### src/rtl/axis_traffic_gen_chk.sv
// AXI-Stream traffic generator plus loopback self-checker.
// The generator emits packets whose lengths step from MIN_PKT_BYTES up to
// MAX_PKT_BYTES and then wrap. Lane j of each beat carries (S + j) mod 256,
// where S is the running stream byte count. The checker regenerates the same
// sequence, counts mismatching beats, and reports a verdict once the return
// path has been idle for long enough.
// Optional macro TRAFFIC_BACKPRESSURE_EN: an LFSR inserts tx bubbles and drops
// rx ready.

// Produces the expected byte and keep bit for one lane, given the beat's byte
// base and the number of valid lanes.
module axis_tgc_lane #(
    parameter int LANE = 0,
    parameter int LW   = 5
) (
    input  logic [7:0]    base,
    input  logic [LW-1:0] nlanes,
    output logic [7:0]    exp_byte,
    output logic          exp_keep
);
    localparam logic [LW-1:0] IDX = LW'(LANE);
    localparam logic [7:0]    OFS = 8'(LANE);

    // valid lanes are contiguous from lane 0; invalid lanes read as zero
    always_comb begin
        exp_keep = (IDX < nlanes);
        exp_byte = exp_keep ? (base + OFS) : 8'h00;
    end
endmodule


### config.mk
export PLATFORM = sky130hd
export DESIGN_NAME = axis_tgc_lane
export DESIGN_NICKNAME = d
export VERILOG_FILES = /design/src/rtl/axis_traffic_gen_chk.sv
export SDC_FILE = /design/constraint.sdc
export NUM_CORES = 1
export LEC_CHECK = 0
export BUFFER_PORTS_ARGS = -buffer_cell sky130_fd_sc_hd__buf_2
export CAP_MARGIN = 20
export CORE_AREA = 2 2 39 41
export DETAILED_ROUTE_END_ITERATION = 6
export DIE_AREA = 0 0 41 43
export GPL_TIMING_DRIVEN = 0
export PLACE_DENSITY_LB_ADDON = 0.12
export SYNTH_ARGS = -nofsm -noshare
export SYNTH_HDL_FRONTEND = slang
export SYNTH_SLANG_ARGS = --single-unit
### constraint.sdc
create_clock -name vclk -period 0.8
set_clock_uncertainty 0.15 [all_clocks]
set_input_delay 0.12 -clock vclk [all_inputs]
set_output_delay 0.12 -clock vclk [all_outputs]
set_load 0.05 [all_outputs]
# Yosys cells after proc, flatten, opt, wreduce, memory -nomap -nowiden
# Cells that the tools add are included.
word_totals:
  mem_bits_rw: 0
  romBits: 0
  latchBits: 0
  input_bits: 13
  register_bits: 0
  elab_cells: 2
  out_inout_bits: 9
  memories: 0
classes:
  div: 0
  magnitude_cmp: 1
  shift: 0
  multipliers: 0
  reduce_logical: 0
  eq_ne: 0
  mux: 1
  add_sub_neg: 0
  bitwise: 0
op_table:
  columns: ["operator", "n"]
  rows:
  - ["8-bit two-way mux", 1]
  - ["1-bit by 5-bit < comparator with 1-bit output, first input constant", 1]

# Longest topological paths before layout
# Gate-level depths: netlist (run 1).
depth:
  word_depth: 2
  depth_mapped: 2
  depth_no_buf: 2

# Worst setup path before layout (run 1)
# No wires, ideal clock.
synth_path:
  path_type: "input -> output"
  startpoint: "in nlanes[2]"
  endpoint: "out exp_byte[0]"
  path_buffers: 0
  required_time_ns: 0.530
  path_stages: 2
  setup_slack_ns: -0.800
  arrival_time_ns: 1.330
  cell_sequence: "inv_1 -> a21boi_0"
synth_via:
  elab_chain_cells: 2
synth_lines:
  columns: ["element", "line_no", "source"]
  rows:
  - ["from (decl)", "17", "input logic [LW-1:0] nlanes,"]
  - ["1-bit by 5-bit < comparator with 1-bit output", "26", "exp_keep = (IDX < nlanes);"]
  - ["8-bit two-way mux", "27", "exp_byte = exp_keep ? (base + OFS) : 8'h00;"]
  - ["to (decl)", "18", "output logic [7:0] exp_byte,"]
# Every way passes these cells.

# Worst setup path after layout (run 1)
layout_path:
  startpoint: "in nlanes[3]"
  endpoint: "out exp_byte[1]"
# The elaborated chain is that of the path after synthesis.

==> results of run 1 <==
cells in the final DEF (no fill, tap or decap):
| cell | Yosys | layout |
|---|---|---|
| a21boi_2 | 0 | 6 |
| inv_1 | 1 | 1 |
| buf_2 | 0 | 11 |
| buf_6 | 0 | 9 |
| nand2_1 | 1 | 1 |
| buf_4 | 0 | 4 |
| nor4_4 | 1 | 1 |
| a21boi_1 | 0 | 2 |
repair_timing:
action	CTS	global route
buffers inserted	1	0
setup endpoints to repair	9	9
pin swaps	4	1
cloned	1	0
resized for setup	23	3
worst paths after layout:
kind | from | to | slack, ps
min | base[6] | exp_byte[6] | 480
max | nlanes[3] | exp_byte[1] | -430
per-stage QoR:
stage	hold WS (ps)	cells	power (mW)	TNS, ps	util [%]
6_report	475	51	0.231	-3680	23.0
3_3_place_gp	514	49	0.181	-4650	15.8
4_1_cts	480	51	0.228	-3740	22.2
3_5_place_dp	505	49	0.183	-4740	15.8
2_1_floorplan	354	11	0.117	-3850	-
5_1_grt	489	51	0.244	-4130	23.0
logic make-up (layout without fill, tap and decap cells):
| kind of cell | after synthesis | count (layout) | share of synthesized area (%) |
|---|---|---|---|
| simple gates | 2 | 2 | 28.2 |
| compound gates | 8 | 8 | 67.6 |
| buf+inv | 1 | 25 | 4.22 |
where the power goes:
group          internal (mW)  leakage, nW  total, mW  switching (mW)
logic                 0.0940        0.154      0.231           0.137
clock network              0            0          0               0
registers                  0            0          0               0
cell type report:
| type | instances | area, um^2 |
|---|---|---|
| Fill cell | 165 | 1070 |
| Inverter | 1 | 3.75 |
| Multi-Input combinational cell | 10 | 108 |
| Tap cell | 16 | 20.0 |
| Timing Repair Buffer | 24 | 186 |
per-layer routing:
metal  part of all wire [%]  wire length, um
met5                      0                0
met4                      0                0
met3                     24              148
met2                     37              228
met1                     39              238
worst max-delay path: stages:
cell and delay, ps:
buf_6 100, nor4_4 290, buf_4 210, a21boi_2 70, buf_6 170
==> flow_summary.yaml, run 1 <==
run_status:
  run_status: "complete, but fails checks"
  failed_checks: "negative setup slack"
timing:
  rsz0062_at_grt: "true"
  slew_headroom_pct: 76.8
  slew_violations: 0
  period_needed_ps: 1230
  fin_crit_sh_pct: 153
  setup_violations: 9
  hold_viol: 0
  setup_ws_ps: -425
  fmax_mhz: 816
  worst_slew_pin_slew_ps: 347
finish:
  nFlopsAndLatches: 0
  final_area_um2: 318
  nClkBuffers: 0
  area_growth_pct: 258
  drive_gt1_share_pct: 88.6
  num_antenna_cells: 0
  fin_nets: 50
  ff_latch_area_um2: 0
logic_synthesis:
  synthCells: 11
  synth_area_leaders: "a21boi_0 (68%), nor4_4 (24%), inv_1 (4.2%)"
  syn_area_um2: 88.8
  yosysTopAreaCell: "a21boi_0"
  ys_seq_area_share_pct: 0
  synth_cell_type_count: 4
  yosysMostFrequentCell: "a21boi_0"
  yosysWarnings: 0
  avgSynthCellArea_um2: 8.08
  yosys-top-cells-count: "a21boi_0 (8), inv_1 (1), nand2_1 (1), nor4_4 (1)"
  syn-num-nets: 24
  synth_top_area_share_pct: 67.6
critical_path:
  critPathKind: "input pin to primary output"
  crit_required_ps: 530
  end_kind: "primary output"
  crit_fanout: 5
  crit_path_start_kind: "input pin"
  cp.arrival_ps: 960
clocking:
  ctsHoldBuffers: 0
route:
  drt_iter0_markers: 0
  via_per_inst: 3.75
  via_count: 191
  ant_nets: 0
  drcViolationCount: 0
  wire_per_inst_um: 12.1
  routed_wl_um: 616
  firstDrtPassIters: 1
global_route:
  grt_max_degree: 10
  grt_util_all_layers_pct: 6.99
  antenna_found_initial: 0
  use_met2_pct: 10.6
  grt_pass1_wl_um: 862
  grt_use_met3_pct: 4.71
  grt_pass1_vias: 198
  grt.busiest_layer: "met2"
  overflow: 0
  use_met1_pct: 8.54
die:
  die_y_um: 43
  core_area_um2: 1380
  die_x_um: 41
  fp.dieArea_um2: 1760
  ios: 22
  rows: 14
  initial_core_util_pct: 6.42
pwr:
  cellPowerDensity_nw_per_um2: 727
  max-vdd-ir-drop_mv: 0.115
  p_leak_nw: 0.154
placement:
  placed_area_um2: 219
  port_buffers: 22
  dp_slack_ps: -546
  place_congestion: 0.589
job:
  drv_cap: 0
min_path:
  holdCritPathClass: "input pin to primary output"
  hold-path-cell-count: 3
Note: power is estimated with default switching activity, not from simulation.
==> inputs of run 2 (changes only) <==
--- a/config.mk
+++ b/config.mk
@@ -7,6 +7,8 @@
 export LEC_CHECK = 0
 export BUFFER_PORTS_ARGS = -buffer_cell sky130_fd_sc_hd__buf_2
 export CAP_MARGIN = 20
+export CELL_PAD_IN_SITES_DETAIL_PLACEMENT = 0
+export CELL_PAD_IN_SITES_GLOBAL_PLACEMENT = 1
 export CORE_AREA = 2 2 39 41
 export DETAILED_ROUTE_END_ITERATION = 6
 export DIE_AREA = 0 0 41 43
==> flow_summary.yaml, run 2 (synthesis results as in run 1) <==
pwr:
  p_int_uw: 100
  p_sw_uw: 137
  cellPowerDensity_nw_per_um2: 698
  max-vdd-ir-drop_mv: 0.132
  p_leak_nw: 0.159
  seqPwrFrac_pct: 0
  clkPwrFrac_pct: 0
  switching_share_pct: 57.7
  combPwrFrac_pct: 100.0
route:
  ant_nets: 0
  wire_per_inst_um: 9.51
  firstDrtPassIters: 1
  via_per_inst: 3.59
  drt_iter0_markers: 0
  drcViolationCount: 0
  via_count: 183
  routed_wl_um: 485
finish:
  fin_util_pct: 24.5
  nClkBuffers: 0
  nFlopsAndLatches: 0
  drive_gt1_share_pct: 97.1
  fill_cells: 160
  final_common_cell: "buf_6"
  multi_input_area_um2: 118
  layout_common_cells: "buf_6 (12), buf_2 (11), a21boi_2 (8)"
  ff_latch_area_um2: 0
  num_antenna_cells: 0
  area_growth_pct: 282
  fin_nets: 50
  fin_cells: 51
timing:
  setup_ws_ps: -420
  setup_violations: 9
  fmax_mhz: 820
  slew_violations: 0
  rsz0062_at_grt: "true"
  worst_slew_pin_slew_ps: 431
  period_needed_ps: 1220
  hold_viol: 0
  slew_headroom_pct: 71.2
  fin_crit_sh_pct: 152
  finalSetupTns_ps: -3690
min_path:
  holdCritPathClass: "input pin to primary output"
  min_from: "base[0]"
  hold-path-cell-count: 3
  hold_end: "exp_byte[0]"
die:
  rows: 14
  die_y_um: 43
  ios: 22
  fp.dieArea_um2: 1760
  die_x_um: 41
  core_area_um2: 1380
  initial_core_util_pct: 6.42
global_route:
  grt_util_all_layers_pct: 3.50
  grt_pass1_wl_um: 462
  antenna_found_initial: 0
  overflow: 0
  grt_max_degree: 10
  grt_pass1_vias: 117
clocking:
  ctsHoldBuffers: 0
job:
  drv_cap: 0
critical_path:
  critPathKind: "input pin to primary output"
  crit_fanout: 4
  crit_path_start_kind: "input pin"
  cp-startpoint: "nlanes[4]"
  end_kind: "primary output"
  crit_required_ps: 530
  cp.arrival_ps: 950
run_status:
  failed_checks: "negative setup slack"
  run_status: "complete, but fails checks"
placement:
  dp_slack_ps: -602
  port_buffers: 22
  place_congestion: 0.555
  placed_cells: 49
==> run 2: cell count changes in the layout (fill, tap and decap cells not counted) <==
cell,previous run,this run
a21boi_1,2,0
nand2_1,1,0
buf_6,9,12
buf_4,4,1
a21boi_2,6,8
nand2_2,0,1
==> run 2: worst max-delay path by stage <==
stage / depth (start not counted) / slack, ps / endpoint
floorplan: 2 / -430 / exp_byte[0]
global placement: 4 / -580 / exp_byte[6]
detailed placement: 4 / -600 / exp_byte[6]
CTS: 5 / -420 / exp_byte[6]
global route: 5 / -460 / exp_byte[3]
finish: 5 / -420 / exp_keep
==> run 2: metrics by stage <==
stage | area [um^2] | hold slack, ps | total power, mW
2_1_floorplan | 88.8 | 354 | 0.117
6_report | 339 | 472 | 0.237
3_3_place_gp | 219 | 495 | 0.176
3_5_place_dp | 219 | 495 | 0.178
5_1_grt | 339 | 481 | 0.246
4_1_cts | 256 | 479 | 0.197
==> run 2: what timing repair did <==
action,4_1_cts,5_1_grt
endpoints found under the hold margin,0,0
gates resized for setup,11,20
setup buffers,1,0
cloned,0,1
pin swaps,1,4
setup endpoints to repair,9,9
==> run 2: cell type report <==
cell class         instances  share of cell area, %
repair buffers            24                   58.3
inverters                  1                   1.11
multi-input cells         10                   34.7
well taps                 16                   5.90
==> run 2: critical path: stages <==
cell and delay [ps]:
buf_6 100, nor4_4 300, buf_4 200, nand2_2 60, buf_6 170
==> run 2: power groups by stage <==
stage / combinational (mW) / sequential, mW / clock, mW
floorplan: 0.117 / 0 / 0
global placement: 0.176 / 0 / 0
detailed placement: 0.178 / 0 / 0
CTS: 0.197 / 0 / 0
global route: 0.246 / 0 / 0
finish: 0.237 / 0 / 0
==> run 2: per-layer routing <==
layer | vias to the layer above | share of wire (%) | global-route usage (%)
met5 | - | 0 | 0
met4 | 0 | 0 | 0
met3 | 0 | 12 | 0
met2 | 11 | 50 | 6.88
met1 | 82 | 37 | 4.11
li1 | 90 | - | -
==> inputs of run 3 (changes only) <==
--- a/config.mk
+++ b/config.mk
@@ -5,7 +5,7 @@
 export SDC_FILE = /design/constraint.sdc
 export NUM_CORES = 1
 export LEC_CHECK = 0
-export BUFFER_PORTS_ARGS = -buffer_cell sky130_fd_sc_hd__buf_2
+export BUFFER_PORTS_ARGS = -buffer_cell sky130_fd_sc_hd__buf_4
 export CAP_MARGIN = 20
 export CELL_PAD_IN_SITES_DETAIL_PLACEMENT = 0
 export CELL_PAD_IN_SITES_GLOBAL_PLACEMENT = 1
==> constraint.sdc (replaced) <==
create_clock -name vclk -period 1.1
set_clock_uncertainty 0.15 [all_clocks]
set_input_delay 0.165 -clock vclk [all_inputs]
set_output_delay 0.165 -clock vclk [all_outputs]
set_load 0.05 [all_outputs]
==> flow_summary.yaml, run 3 (synthesis results as in run 1) <==
run_status:
  run_status: "complete, but fails checks"
  failed_checks: "negative setup slack"
timing:
  fin_crit_sh_pct: 117
  slew_violations: 0
  worst_slew_pin_slew_ps: 271
  finalSetupTns_ps: -1550
  slew_headroom_pct: 81.9
  hold_viol: 0
  setup_violations: 9
  setup_ws_ps: -185
  period_needed_ps: 1280
  fmax_mhz: 778
  rsz0062_at_grt: "true"
finish:
  final_area_um2: 297
  area_growth_pct: 234
  ff_latch_area_um2: 0
  fin_nets: 49
  num_antenna_cells: 0
  nFlopsAndLatches: 0
  fin_util_pct: 21.4
  fin_cells: 50
  nClkBuffers: 0
  final_common_cell: "buf_4"
  layout_common_cells: "buf_4 (19), a21boi_1 (8), buf_6 (4)"
  drive_gt1_share_pct: 70.6
critical_path:
  crit_required_ps: 780
  crit_path_start_kind: "input pin"
  cp.arrival_ps: 970
  critPathKind: "input pin to primary output"
  max_stage_delay_ps: 260
  crit_fanout: 9
  end_kind: "primary output"
  crit_path_frequent_cell: "buf_6"
  critPathSlowestCell: "nor4_4"
  cp_cell_sequence: "buf_6, nor4_4, buf_6, a21boi_1, buf_4"
min_path:
  holdCritPathClass: "input pin to primary output"
  hold-path-cell-count: 3
placement:
  placed_area_um2: 274
  place_congestion: 0.536
  placed_cells: 49
  port_buffers: 22
die:
  core_area_um2: 1380
  rows: 14
  ios: 22
  fp.dieArea_um2: 1760
  initial_core_util_pct: 6.42
  die_x_um: 41
  die_y_um: 43
global_route:
  antenna_found_initial: 0
  grt_util_all_layers_pct: 4.10
  grt_pass1_vias: 132
  overflow: 0
  grt_max_degree: 10
  grt_pass1_wl_um: 558
pwr:
  max-vdd-ir-drop_mv: 0.101
  p_leak_nw: 0.148
  cellPowerDensity_nw_per_um2: 532
route:
  via_count: 174
  firstDrtPassIters: 2
  drt_iter0_markers: 1
  ant_nets: 0
  drcViolationCount: 0
  routed_wl_um: 444
  via_per_inst: 3.48
  wire_per_inst_um: 8.88
job:
  drv_cap: 0
## run 3: changes by cell type in the layout (fill, tap and decap cells not counted)
cell,delta
nand2_2,-1
buf_4,+18
a21boi_2,-8
buf_6,-8
buf_2,-11
a21boi_1,+8
nand2_1,+1
## run 3: final cells by class
class	instances	area (um^2)
multi-input cells	10	85.1
well taps	16	20.0
fillers	161	1090
repair buffers	23	188
inverters	1	3.75
## run 3: power by group
part,internal [mW],switching (mW)
clock,0,0
sequential,0,0
combinational,0.0667,0.0912
total,0.0667,0.0912
## run 3: critical path, delay by kind of cell
family | cells | cell delay [ps]
buf+inv | 3 | 470
compound gates | 1 | 70
simple gates | 1 | 260
## run 3: path summary, 6_finish.rpt
| kind | startpoint | slack, ps | end |
|---|---|---|---|
| worst max-delay path | nlanes[1] | -180 | exp_byte[6] |
| worst min-delay path | base[0] | 580 | exp_byte[0] |
## run 3: what timing repair did
action | in CTS | in global routing
hold buffers | 0 | 0
buffers inserted | 1 | 0
endpoints found under the setup margin | 9 | 9
pin swaps | 1 | 0
gates resized for setup | 4 | 0
## run 3: layer usage
layer,wire length (um),vias up,share of wire (%),global-route usage [%]
li1,-,88,-,-
met4,0,0,0,0
met5,0,-,0,0
met2,229,11,52,7.19
met3,41,0,9.2,0
met1,172,75,39,5.70
## run 3: stage by stage
step / power, mW / hold slack (ps) / worst slack (ps)
floorplan: 0.0850 / 444 / -223
detailed placement: 0.154 / 580 / -407
CTS: 0.160 / 582 / -192
global placement: 0.153 / 580 / -365
finish: 0.158 / 580 / -185
global route: 0.165 / 588 / -256
